## config.mk

```make
export PLATFORM = sky130hd
export DESIGN_NAME = serial_parity_gen
export DESIGN_NICKNAME = d
export VERILOG_FILES = /design/src/rtl/serial_parity_gen.sv
export SDC_FILE = /design/constraint.sdc
export NUM_CORES = 1
export LEC_CHECK = 0
export CORE_ASPECT_RATIO = 0.9
export CORE_UTILIZATION = 47
export DETAILED_ROUTE_END_ITERATION = 16
export PLACE_DENSITY_LB_ADDON = 0.3
export SLEW_MARGIN = 20
export SYNTH_ARGS = -nofsm -noshare
export SYNTH_HDL_FRONTEND = slang
export SYNTH_SLANG_ARGS = --single-unit
```

## constraint.sdc

```tcl
create_clock -name clk_in -period 2.25 [get_ports clk_in]
set_input_delay 0.675 -clock clk_in [delete_from_list [all_inputs] [get_ports clk_in]]
set_output_delay 0.675 -clock clk_in [all_outputs]
set_load 0.005 [all_outputs]
```

## src/rtl/serial_parity_gen.sv

```systemverilog
// Serial parity accumulator. It sums FRAME_LEN accepted bits (XOR) and publishes the frame parity with a done pulse.
// Optional build macro PARITY_ODD_EN: the published value becomes odd parity; the default is even parity.
module serial_parity_gen #(
    parameter int FRAME_LEN = 8
) (
    input  logic       clk_in,
    input  logic       rst_n_in,
    input  logic       start_in,
    input  logic       abort_in,
    input  logic       bit_in,
    input  logic       bit_valid_in,
    output logic       bit_ready_out,
    output logic       busy_out,
    output logic [8:0] count_out,
    output logic       parity_out,
    output logic       done_out
);

    localparam logic [1:0] IDLE  = 2'd0;
    localparam logic [1:0] ACCUM = 2'd1;
    localparam logic [1:0] DONE  = 2'd2;
    localparam logic [8:0] LAST_CNT = 9'(FRAME_LEN);

    logic [1:0] state_r;
    logic [1:0] state_nxt_s;
    logic       acc_r;
    logic       acc_nxt_s;
    logic [8:0] count_r;
    logic [8:0] count_nxt_s;
    logic       parity_r;
    logic       parity_nxt_s;
    logic       ready_r;
    logic       busy_r;
    logic       done_r;
    logic       accept_s;

    function automatic logic frame_parity(input logic acc_val);
`ifdef PARITY_ODD_EN
        return ~acc_val;
`else
        return acc_val;
`endif
    endfunction

    // ready_r is high exactly while the FSM sits in ACCUM
    assign accept_s = bit_valid_in & ready_r;

    // Next-state, accumulator, counter and parity-capture logic
    always_comb begin
        state_nxt_s  = state_r;
        acc_nxt_s    = acc_r;
        count_nxt_s  = count_r;
        parity_nxt_s = parity_r;
        case (state_r)
            IDLE: begin
                if (start_in) begin
                    state_nxt_s = ACCUM;
                    acc_nxt_s   = 1'b0;
                    count_nxt_s = 9'd0;
                end else begin
                    state_nxt_s = IDLE;
                end
            end
            ACCUM: begin
                // Abort outranks a same-cycle accept; the bit is dropped
                if (abort_in) begin
                    state_nxt_s = IDLE;
                    acc_nxt_s   = 1'b0;
                    count_nxt_s = 9'd0;
                end else if (accept_s) begin
                    acc_nxt_s = acc_r ^ bit_in;
                    if (count_r < LAST_CNT) begin
                        count_nxt_s = count_r + 9'd1;
                    end else begin
                        count_nxt_s = count_r;
                    end
                    if ((count_r + 9'd1) >= LAST_CNT) begin
                        state_nxt_s  = DONE;
                        parity_nxt_s = frame_parity(acc_r ^ bit_in);
                    end else begin
                        state_nxt_s = ACCUM;
                    end
                end else begin
                    state_nxt_s = ACCUM;
                end
            end
            DONE: begin
                state_nxt_s = IDLE;
            end
            default: begin
                state_nxt_s = IDLE;
                acc_nxt_s   = 1'b0;
                count_nxt_s = 9'd0;
            end
        endcase
    end

    // State and registered outputs; status flags decode the next state so they line up with it
    always_ff @(posedge clk_in or negedge rst_n_in) begin
        if (!rst_n_in) begin
            state_r  <= IDLE;
            acc_r    <= 1'b0;
            count_r  <= 9'd0;
            parity_r <= 1'b0;
            ready_r  <= 1'b0;
            busy_r   <= 1'b0;
            done_r   <= 1'b0;
        end else begin
            state_r  <= state_nxt_s;
            acc_r    <= acc_nxt_s;
            count_r  <= count_nxt_s;
            parity_r <= parity_nxt_s;
            ready_r  <= (state_nxt_s == ACCUM);
            busy_r   <= (state_nxt_s == ACCUM) || (state_nxt_s == DONE);
            done_r   <= (state_nxt_s == DONE);
        end
    end

    assign bit_ready_out = ready_r;
    assign busy_out      = busy_r;
    assign count_out     = count_r;
    assign parity_out    = parity_r;
    assign done_out      = done_r;

endmodule

```

### Yosys cells after proc, flatten, opt, wreduce, memory -nomap -nowiden

Index checks and enable logic that the tools add are counted.

* register bits after elaboration: 16
* input bits: 6
* output and inout port bits: 13
* word-level logic and storage cells: 40

* add/subtract/negate cells: 1
* order comparisons: 2
* equality and inequality tests: 7
* muxes and demuxes: 14
* bitwise operators: 4
* reductions and logical operators: 5

Operators by type and width (number)
* $mux 9: 4
* $pmux 9 s3: 1
* $add 9x1->9 const B: 1
* $ge 9x4->1 const B: 1
* $lt 9x4->1 const B: 1
* $reduce_and 4->1: 2
* $mux 2: 3
* $ne 3x3->1 const B: 2
* $eq 2x1->1 const B: 2
* $eq 2x2->1 const B: 2
* $mux 1: 4
* $pmux 2 s2: 1
* $pmux 1 s3: 1
* $reduce_and 3->1: 1
* $logic_not 2->1: 1
* $ne 2x2->1 const B: 1
* $not 1->1: 2
* $and 1x1->1: 1
* $logic_or 1x1->1: 1
* $xor 1x1->1: 1

### Logic depth before layout (Yosys ltp)

* depth in word-level cells: 8
* depth in mapped cells: 8
* gate-level depth less buffers: 8

### Worst setup path after synthesis

No wires, ideal clock.

* path type: register -> register
* start point: reg count_r[0], in the netlist count_out[0]
* end point: reg busy_r, in the netlist busy_out
* library setup time: 0.113 ns
* arrival: 1.894 ns
* data required time: 2.137 ns
* path slack: 0.244 ns
* cell stages (with the launch flop): 9
* buffers on the path: 0
* clock period less this slack: 2.006 ns
* path through: dfrtp_1 ha_1 nand2b_1 mux2_4 o31ai_4 a31oi_1 o21ba_1 ha_1 inv_1

* word-level cells in the longest chain between the ends: 8
* elaborated cells on any way between the ends: 9
* classes of those cells: 1 x add/sub; 1 x order compare; 2 x eq/ne; 4 x mux; 1 x reduce/logical

RTL lines
* start, declared: line 28 `logic [8:0] count_r;`
* start signal, assigned: line 111 `count_r <= count_nxt_s;`
* $add 9x1->9 *: line 77 `if ((count_r + 9'd1) >= LAST_CNT) begin`
* $ge 9x4->1 *: line 77
* $mux 2 *: line 77
* $mux 2 *: line 70 `end else if (accept_s) begin`
* $mux 2 *: line 66 `if (abort_in) begin`
* $pmux 2 s2 *: line 54 `case (state_r)`
* $eq 2x1->1 / $eq 2x2->1 (equally long branches): line 114 `busy_r <= (state_nxt_s == ACCUM) || (state_nxt_s == DONE);`
* $logic_or 1x1->1 *: line 114
* end signal, assigned: line 114
* end, declared: line 33 `logic busy_r;`

Mark *: on every way between the ends. The rest lies on a longest branch, timed or not.
A chain may end at the register's enable or synchronous reset.

### Final worst setup path

Ends and elaborated chain as after synthesis.

==> results by group <==
Die
  – Die area: 1900 um^2
  – Core footprint: 1530 um^2
  – Num rows: 13
  – Initial Utilization: 0.531
  – Width of the die: 45.8 um
  – IO Pins: 19
  – Die Span Y: 41.4 um

Placement
  – GPL Wtd Cong: 0.803
  – Post-DP HPWL: 1.16 mm
  – Dpl cells: 116
  – Worst slack, placed: -414 ps
  – Port buffer count: 18

Synthesis
  – Synth cell count leaders: dfrtp_1, nand2_1, nor2b_1, a21oi_1
  – Top-count cell post-synth: dfrtp_1
  – Post-synth top area share: 0.493
  – Seq cells post-synth: 16
  – Post-synthesis mux area share: 0.0493
  – Synth Area in XOR/XNOR: 0.0324
  – Ys flop type: dfrtp_1
  – Syn nets: 80
  – FFs w/ async S/R, synth: 1.00
  – Adder-Cell Fraction of Synth Area: 0.0462
  – Synth area leader: dfrtp_1
  – Main combinational cell family by area after synthesis: compound AO/OA/AOI/OAI gates
  – Yosys warnings: 0
  – Synthesized-area fraction occupied by ao, oa, aoi and oai cells: 0.180
  – Simple-Gate Fraction of Synth Area: 0.179
  – Synth Instances: 71
  – Netlist cell types: 30
  – Post-Syn Area: 812 um^2
  – Post-synthesis sequential area ratio: 0.493
  – Syn_area_per_cell: 11.4 um^2
  – Synth area leaders: dfrtp_1, ha_1, nor2b_1
  – Number of synthesized flops with an enable pin: 0

Setup path
  – RR Startpoint: count_out[0]$_DFFE_PN0P_
  – Critical R2R Capture: busy_out$_DFF_PN0_
  – Critical path origin: count_out[0]$_DFFE_PN0P_
  – Worst-path maximum fanout: 4
  – CP Capture Type: flop
  – CP endpoint: busy_out$_DFF_PN0_
  – Critical path arrival: 2260 ps
  – Crit path required time: 2440 ps
  – Flop2flop setup slack: 180 ps
  – Worst setup path class: flop to flop
  – FF-to-FF path depth: 8
  – Startpoint Class: flop

GRT
  – Largest net degree at the start of global routing: 17
  – Vias in the first global route: 569
  – GRT overflow: 0
  – Tot GR Track Use: 0.185
  – Initial antenna violation count: 0
  – First-pass GRT wire length: 2.46 mm

Pwr
  – Clock group share of total power: 0.307
  – Sequential group share of total power: 0.517
  – Int Power: 0.461 mW
  – Switching Share: 0.252
  – Total power: 0.616 mW
  – Net switching power: 0.155 mW
  – Pwr per Cell Area: 560 nW/um^2
  – Peak VDD IR: 438 uV
  – Combinational cell fraction of total power: 0.176
  – Lkg Pwr: 0.491 nW

Finish
  – Final cell count without fillers: 120
  – Area Overhead vs Synth: 35.4%
  – N_diodes: 0
  – Share of cells above drive strength 1: 0.173
  – Final-stage net count: 108

Timing
  – Period utilization: 0.919
  – Clk_skew: 1.03 ps
  – Fin Setup TNS: 0 ps
  – RSZ-0062 raised after global routing: false
  – Measured slew at the worst slew-check pin: 500 ps
  – Endpoints failing setup: 0
  – Slew HR: 0.667
  – Slew Limit Fails: 0
  – Final Hold Vio Count: 0
  – Fin worst setup slack: 181 ps
  – Tmin final: 2070 ps
  – Max Fclk: 483 MHz

Routing
  – DR WL/cell: 13.0 um
  – Final wirelength: 1.56 mm
  – Vias/cell: 5.33
  – Post-route ant nets: 0
  – DRC: 0
  – Drt pass-1 iters: 4
  – DR vias: 640
  – Starting DRT DRC Count: 9

Clocking
  – Worst-Skew Late Latency: 290 ps
  – Sinks on Clock Net: 16
  – Max Root-Sink Buffers: 2
  – Hold_buf cts: 0
  – H-tree Lvls: 1
  – Worst-path clk slew: 90 ps
  – TritonCTS clock tree: done
  – CTS root buf: clkbuf_4
  – CTS buffer count: 3

Min path
  – Hold WC Path Type: flop to flop
  – Worst hold path stage count: 1

Run status
  – Status: completed

Job
  – Max cap viols: 0
logic make-up (layout without fill, tap and decap cells):
logic type,count (synthesis),after routing
compound gates,17,17
xor+xnor,3,3
fa+ha+maj,3,3
buf+inv,4,31
flops,16,16
mux,3,3
simple gates,25,25
per-layer routing:
metal,vias to the layer above,GRT usage,part of all wire
met4,0,0.0706,0.017
met1,313,0.229,0.45
met2,14,0.283,0.49
li1,309,-,-
met3,4,0.0783,0.049
met5,-,0,0
worst min path at each step:
stage	slack (ps)	endpoint	from
after floorplan	380	acc_r$_DFFE_PN0P_	rst_n_in
after global placement	500	parity_out$_DFFE_PN0P_	parity_out$_DFFE_PN0P_
after detailed placement	490	parity_out$_DFFE_PN0P_	parity_out$_DFFE_PN0P_
after CTS	520	parity_out$_DFFE_PN0P_	parity_out$_DFFE_PN0P_
after global routing	550	parity_out$_DFFE_PN0P_	parity_out$_DFFE_PN0P_
final	520	parity_out$_DFFE_PN0P_	parity_out$_DFFE_PN0P_
placed cells by master (no fill, tap or decap), drive strengths merged, types with 2 or more instances in the layout:
| cell type | Yosys | routed |
|---|---|---|
| a21oi | 4 | 4 |
| a311oi | 2 | 2 |
| and3 | 3 | 3 |
| buf | 1 | 6 |
| clkbuf | 0 | 4 |
| clkdlybuf4s50 | 0 | 18 |
| dfrtp | 16 | 16 |
| ha | 3 | 3 |
| inv | 3 | 3 |
| mux2 | 2 | 2 |
| nand2 | 5 | 5 |
| nand2b | 2 | 2 |
| nand3 | 3 | 3 |
| nor2 | 3 | 3 |
| nor2b | 5 | 5 |
| o21ai | 4 | 4 |
| xor2 | 3 | 3 |
layout make-up:
class | count | area (um^2)
Multi-Input combinational cell | 51 | 399
Tap cell | 22 | 27.5
Sequential cell | 16 | 400
Inverter | 3 | 11.3
Timing Repair Buffer | 24 | 225
Fill cell | 133 | 429
Clock buffer | 4 | 36.3
per-stage QoR:
stage | util | cell area (um^2) | hold WS [ps]
global route | 0.719 | 1100 | 552
floorplan | - | 812 | 379
global placement | 0.693 | 1060 | 497
CTS | 0.719 | 1100 | 520
detailed placement | 0.693 | 1060 | 492
finish | 0.719 | 1100 | 516
power groups by stage:
stage,logic (mW),registers (mW),clock network [mW]
final,0.109,0.318,0.189
after global routing,0.119,0.321,0.211
after CTS,0.111,0.318,0.196
after detailed placement,0.109,0.324,0
after global placement,0.104,0.323,0
after floorplan,0.0479,0.323,0
timing repair:
item | CTS | global route
setup endpoints to repair | 3 | 0
gates resized for setup | 1 | 0
setup buffers | 0 | 0
flip-flops by register name, indices dropped and copies added (netlist names):
signal and flops:
bit_ready_out 1, busy_out 1, count_out 9, done_out 1
acc_r 1, parity_out 1, state_r 2
worst max-delay path: stages, from the launching register on:
cell	delay, ps
dfrtp_1	430
ha_1	250
nand2b_1	150
mux2_4	270
o31ai_4	230
a31oi_1	140
o21ba_1	200
ha_1	270
inv_1	30
Note: power is estimated with default switching activity, not from simulation.
